File: config.mk
export PLATFORM = sky130hd
export DESIGN_NAME = prog_fsm_core_flat
export DESIGN_NICKNAME = d
export VERILOG_FILES = /design/src/rtl/prog_fsm_core_if.sv /design/src/rtl/prog_fsm_core.sv /design/src/flat_wrapper.sv
export SDC_FILE = /design/constraint.sdc
export NUM_CORES = 1
export LEC_CHECK = 0
export ABC_AREA = 1
export BUFFER_PORTS_ARGS = -buffer_cell sky130_fd_sc_hd__buf_4
export CAP_MARGIN = 20
export CORE_MARGIN = 1
export CORE_UTILIZATION = 40
export CTS_BUF_LIST = sky130_fd_sc_hd__clkbuf_16
export DETAILED_ROUTE_END_ITERATION = 10
export PLACE_DENSITY_LB_ADDON = 0.08
export SLEW_MARGIN = 5
export SYNTH_ARGS = -nofsm -noshare
export SYNTH_HDL_FRONTEND = slang
export SYNTH_SLANG_ARGS = --single-unit
export TNS_END_PERCENT = 50
File: constraint.sdc
create_clock -name clk -period 3.61 [get_ports clk]
set_clock_uncertainty 0.1 [all_clocks]
set_input_delay 0.722 -clock clk [delete_from_list [all_inputs] [get_ports clk]]
set_output_delay 0.722 -clock clk [all_outputs]
set_load 0.005 [all_outputs]
File: src/rtl/prog_fsm_core_if.sv
// Step/config/status bundle for prog_fsm_core.
// master drives stimulus and programming; slave is the FSM core.
interface prog_fsm_core_if #(
    parameter int unsigned IW = 3,
    parameter int unsigned SW = 3,
    parameter int unsigned OW = 4
) ();
    logic              en;
    logic              restart;
    logic [IW-1:0]     in;
    logic              cfg_we;
    logic [SW+IW-1:0]  cfg_addr;
    logic [SW+OW-1:0]  cfg_wdata;
    logic [SW-1:0]     state;
    logic [OW-1:0]     out;
    logic              cfg_err;
    logic              wdog_trip;

    modport master (
        output en, restart, in, cfg_we, cfg_addr, cfg_wdata,
        input  state, out, cfg_err, wdog_trip
    );

    modport slave (
        input  en, restart, in, cfg_we, cfg_addr, cfg_wdata,
        output state, out, cfg_err, wdog_trip
    );
endinterface

File: src/rtl/prog_fsm_core.sv
// Table-programmable synchronous state machine: {state,in} indexes a writable table of
// {next_state,out}. Optional stuck-state watchdog is built when PFSM_WDOG_EN is defined.
module prog_fsm_core #(
    parameter int unsigned      IW          = 3,
    parameter int unsigned      SW          = 3,
    parameter int unsigned      OW          = 4,
    parameter logic [SW-1:0]    RESET_STATE = '0,
    parameter int unsigned      WDOG_LIMIT  = 15
) (
    input  logic                clk,
    input  logic                rst,
    prog_fsm_core_if.slave      bus
);
    localparam int unsigned AW    = SW + IW;
    localparam int unsigned DW    = SW + OW;
    localparam int unsigned Depth = 2 ** AW;

    if (WDOG_LIMIT < 1 || WDOG_LIMIT > 255) begin : g_bad_limit
        $error("WDOG_LIMIT must be in 1..255");
    end

    logic [DW-1:0] mem_q [Depth];

    logic [SW-1:0] state_q, state_d;
    logic [OW-1:0] out_q, out_d;
    logic          cfg_err_q, cfg_err_d;
    logic          wdog_trip_q, wdog_trip_d;

    logic [DW-1:0] entry;
    logic [SW-1:0] entry_state;
    logic [OW-1:0] entry_out;
    logic          cfg_wr;
    logic          trip;

    // Lookup sees the table as it stood before any write at this edge.
    assign entry       = mem_q[{state_q, bus.in}];
    assign entry_state = entry[DW-1:OW];
    assign entry_out   = entry[OW-1:0];

    assign cfg_wr    = bus.cfg_we & ~bus.en;
    assign cfg_err_d = cfg_err_q | (bus.cfg_we & bus.en);

`ifdef PFSM_WDOG_EN
    logic [7:0] cnt_q, cnt_d;
    logic       self_loop;

    assign self_loop = (entry_state == state_q);
    // A self-loop step arriving with the count already at the limit becomes a trip.
    assign trip = bus.en & ~bus.restart & self_loop & (cnt_q == WDOG_LIMIT[7:0]);

    always_comb begin
        cnt_d = cnt_q;
        if (bus.restart || trip) begin
            cnt_d = '0;
        end else if (bus.en) begin
            cnt_d = self_loop ? cnt_q + 8'd1 : 8'd0;
        end
    end

    always_ff @(posedge clk or negedge rst) begin
        if (!rst) begin
            cnt_q <= '0;
        end else begin
            cnt_q <= cnt_d;
        end
    end
`else
    assign trip = 1'b0;
`endif

    always_comb begin
        state_d     = state_q;
        out_d       = out_q;
        wdog_trip_d = trip;
        if (bus.restart || trip) begin
            state_d = RESET_STATE;
            out_d   = '0;
        end else if (bus.en) begin
            state_d = entry_state;
            out_d   = entry_out;
        end
    end

    always_ff @(posedge clk or negedge rst) begin
        if (!rst) begin
            state_q     <= RESET_STATE;
            out_q       <= '0;
            cfg_err_q   <= 1'b0;
            wdog_trip_q <= 1'b0;
        end else begin
            state_q     <= state_d;
            out_q       <= out_d;
            cfg_err_q   <= cfg_err_d;
            wdog_trip_q <= wdog_trip_d;
        end
    end

    always_ff @(posedge clk or negedge rst) begin
        if (!rst) begin
            for (int i = 0; i < Depth; i++) begin
                mem_q[i] <= '0;
            end
        end else if (cfg_wr) begin
            mem_q[bus.cfg_addr] <= bus.cfg_wdata;
        end
    end

    assign bus.state     = state_q;
    assign bus.out       = out_q;
    assign bus.cfg_err   = cfg_err_q;
    assign bus.wdog_trip = wdog_trip_q;
endmodule
File: src/flat_wrapper.sv
// flat-port wrapper written by rule: the top's interface ports become plain ports
module prog_fsm_core_flat 
#(
    parameter int unsigned      IW          = 3,
    parameter int unsigned      SW          = 3,
    parameter int unsigned      OW          = 4,
    parameter logic [SW-1:0]    RESET_STATE = '0,
    parameter int unsigned      WDOG_LIMIT  = 15
)
  (clk, rst, bus_en, bus_restart, bus_in, bus_cfg_we, bus_cfg_addr, bus_cfg_wdata, bus_state, bus_out, bus_cfg_err, bus_wdog_trip);
  prog_fsm_core_if #(.IW(IW), .SW(SW), .OW(OW)) bus_i ();
  input  logic clk;
  input  logic rst;
  input wire logic [$bits(bus_i.en)-1:0] bus_en;
  input wire logic [$bits(bus_i.restart)-1:0] bus_restart;
  input wire logic [$bits(bus_i.in)-1:0] bus_in;
  input wire logic [$bits(bus_i.cfg_we)-1:0] bus_cfg_we;
  input wire logic [$bits(bus_i.cfg_addr)-1:0] bus_cfg_addr;
  input wire logic [$bits(bus_i.cfg_wdata)-1:0] bus_cfg_wdata;
  output wire logic [$bits(bus_i.state)-1:0] bus_state;
  output wire logic [$bits(bus_i.out)-1:0] bus_out;
  output wire logic [$bits(bus_i.cfg_err)-1:0] bus_cfg_err;
  output wire logic [$bits(bus_i.wdog_trip)-1:0] bus_wdog_trip;
  assign bus_i.en = bus_en;
  assign bus_i.restart = bus_restart;
  assign bus_i.in = bus_in;
  assign bus_i.cfg_we = bus_cfg_we;
  assign bus_i.cfg_addr = bus_cfg_addr;
  assign bus_i.cfg_wdata = bus_cfg_wdata;
  assign bus_state = bus_i.state;
  assign bus_out = bus_i.out;
  assign bus_cfg_err = bus_i.cfg_err;
  assign bus_wdog_trip = bus_i.wdog_trip;
  prog_fsm_core #(.IW(IW), .SW(SW), .OW(OW), .RESET_STATE(RESET_STATE), .WDOG_LIMIT(WDOG_LIMIT)) u_core (.clk(clk), .rst(rst), .bus(bus_i));
endmodule
==> results.cfg <==
[run_status]
status = finished clean

[clock_network]
cts_root_buf = clkbuf_16
clock_path_buffers = 3
ctsHoldBuffers = 0
cts_buffers = 53
clk_pin_slew_ns = 0.06
clock-sinks = 456
clk_latency_ns = 0.61
cts_tree = built
htree_levels = 2
postCtsSetupBuffers = 0
post_cts_resized = 0

[critical_path]
r2r_setup_slack_ns = 1.59
crit_path_start_kind = flop
cp_slowest_cell = dfrtp_1
crit_cells = 1
r2r_cells = 6
cp_data_arrival_time_ns = 1.66
endpoint_kind = output port
cp_cell_sequence = buf_4
crit_path_end = bus_state[1]
max_stage_delay_ns = 0.82
timing.rr.end = u_core.bus.out[1]$_DFFE_PN0P_
cp_max_fo = 15
r2r_start = u_core.bus.state[1]$_DFFE_PN0P_
critPathBufInv = 1
critPathKind = reg2out
crit_family = flip-flops
worstSetupStartpoint = u_core.bus.state[1]$_DFFE_PN0P_
worst_ep_required_time_ns = 2.79

[cells_and_area]
drive_gt1_frac = 0.0636
seq_area_mm2 = 0.0114
final_common_cell = nand2_1
num_antenna_cells = 0
fin_nets = 2563
area_growth_pct = 10.1
mostFrequentLayoutCells = nand2_1, o21ai_0, dfrtp_1
postLayoutCoreUtil = 0.448
num-fill-cells = 5182
multi_input_area_mm2 = 0.00843

[placed_design]
dpl.hpwl_mm = 38.7
place.port_buffers = 28
finalWeightedCongestion = 0.826

[yosys]
synth_warnings = 0
syn_area_mm2 = 0.0210
synth_cells = 2613
avgSynthCellArea_um2 = 8.04
ys_types = 23
synth_seq_cells = 456
syn_nets = 2634
ys_seq_area_frac = 0.543

[floorplan]
fp.dieW_um = 231
die-height_um = 231
rows = 83
coreArea_mm2 = 0.0516
pin_count = 30
die_area_mm2 = 0.0534
initial_utilization = 0.407

[drt]
drtIter0Drc = 1885
remaining_drc_errors = 0
vias = 17600
drt-total-wl_mm = 65.4
wl_per_cell_um = 20.1
routed_via_density = 5.40
ant_nets = 0
dr.pass1.iters = 5

[sta]
finalSetupTns_ns = 0
relSlewSlack = 0.401
finalHoldWorstSlack_ns = 0.0200
tightest_slew_ns = 0.899
min_period_ns = 2.48
final_max_slew_viol_count = 0
setup_viol = 0
max_freq_ghz = 0.403
grt_setup_unrepaired = false
fin_crit_sh = 0.688
hold_viol_final = 0

[pwr]
p_leak_uw = 0.0105
peakVddDrop_uv = 322
p_per_area_mw_per_mm2 = 519

[global_routing]
grt_pass1_wl_mm = 103
grt_max_degree = 116
overflow = 0
first_global_vias = 16700
grt_antenna_before_repair = 0
grt_use_total = 0.250

[run]
cap_violations = 0

[hold_path]
hp-class = in2async
power by group:
part	leakage [µW]	total [µW]	switching, µW	internal (µW)
registers	0.00621	5780	248	5530
clock network	0.000805	4840	2130	2710
logic	0.00348	1370	926	444
area by class of cell:
| class | instances | area share |
|---|---|---|
| clock buffers | 55 | 0.0595 |
| clock inverters | 36 | 0.00633 |
| flip-flops and latches | 456 | 0.493 |
| repair buffers | 74 | 0.0348 |
| inverters | 26 | 0.00454 |
| multi-input cells | 1931 | 0.365 |
| well taps | 680 | 0.0368 |
stage by stage:
stage,std cells,instance area [µm²],power [µW],setup slack (ns)
3_5_place_dp,3167,21600,7240,0.898
4_1_cts,3258,23100,12100,1.09
3_3_place_gp,3167,21600,7210,0.868
6_report,3258,23100,12000,1.13
2_1_floorplan,2613,21000,6630,1.57
5_1_grt,3258,23100,12500,1.06
sequential cells by signal, indices dropped and copies added (netlist names):
name	cells
u_core.mem_q	448
u_core.bus.state	3
u_core.bus.out	4
u_core.bus.cfg_err	1
kinds of logic (layout without fill, tap and decap cells):
logic type	Yosys count	count (layout)	share of synthesized area
other cells	1	1	0.000178
compound gates	492	492	0.118
buf+inv	226	191	0.0556
flops	456	456	0.543
simple gates	1438	1438	0.283
cells in the mapped netlist (all sizes together):
| master | number | area [µm²] |
|---|---|---|
| o21bai | 1 | 7.51 |
| nor3 | 10 | 133 |
| a21oi | 7 | 35.0 |
| or2 | 1 | 6.26 |
| inv | 18 | 67.6 |
| clkinv | 8 | 30.0 |
| nand3 | 350 | 1750 |
| o211ai | 6 | 45.0 |
| o21ai | 478 | 2390 |
| nor2 | 55 | 206 |
| buf | 109 | 729 |
| conb | 1 | 3.75 |
| dfrtp | 456 | 11400 |
| clkbuf | 91 | 342 |
| nand2 | 1022 | 3850 |
worst min path at each step:
stage,to,startpoint,cells past startpoint
after detailed placement,u_core.mem_q[139]$_DFFE_PN0P_,u_core.mem_q[139]$_DFFE_PN0P_,2
after global placement,u_core.mem_q[104]$_DFFE_PN0P_,u_core.mem_q[104]$_DFFE_PN0P_,2
after floorplan,u_core.bus.cfg_err$_DFF_PN0_,rst,0
final,u_core.mem_q[219]$_DFFE_PN0P_,rst,1
after CTS,u_core.mem_q[220]$_DFFE_PN0P_,rst,1
after global routing,u_core.mem_q[213]$_DFFE_PN0P_,rst,1
layer usage:
metal / up-vias / wire length [µm] / track usage
li1: 8417 / - / -
met1: 8558 / 31100 / 0.369
met3: 87 / 3390 / 0.0289
met5: - / 0 / 0
met4: 0 / 1610 / 0.0791
met2: 522 / 29300 / 0.382
Power figures use the tool's default switching activity.
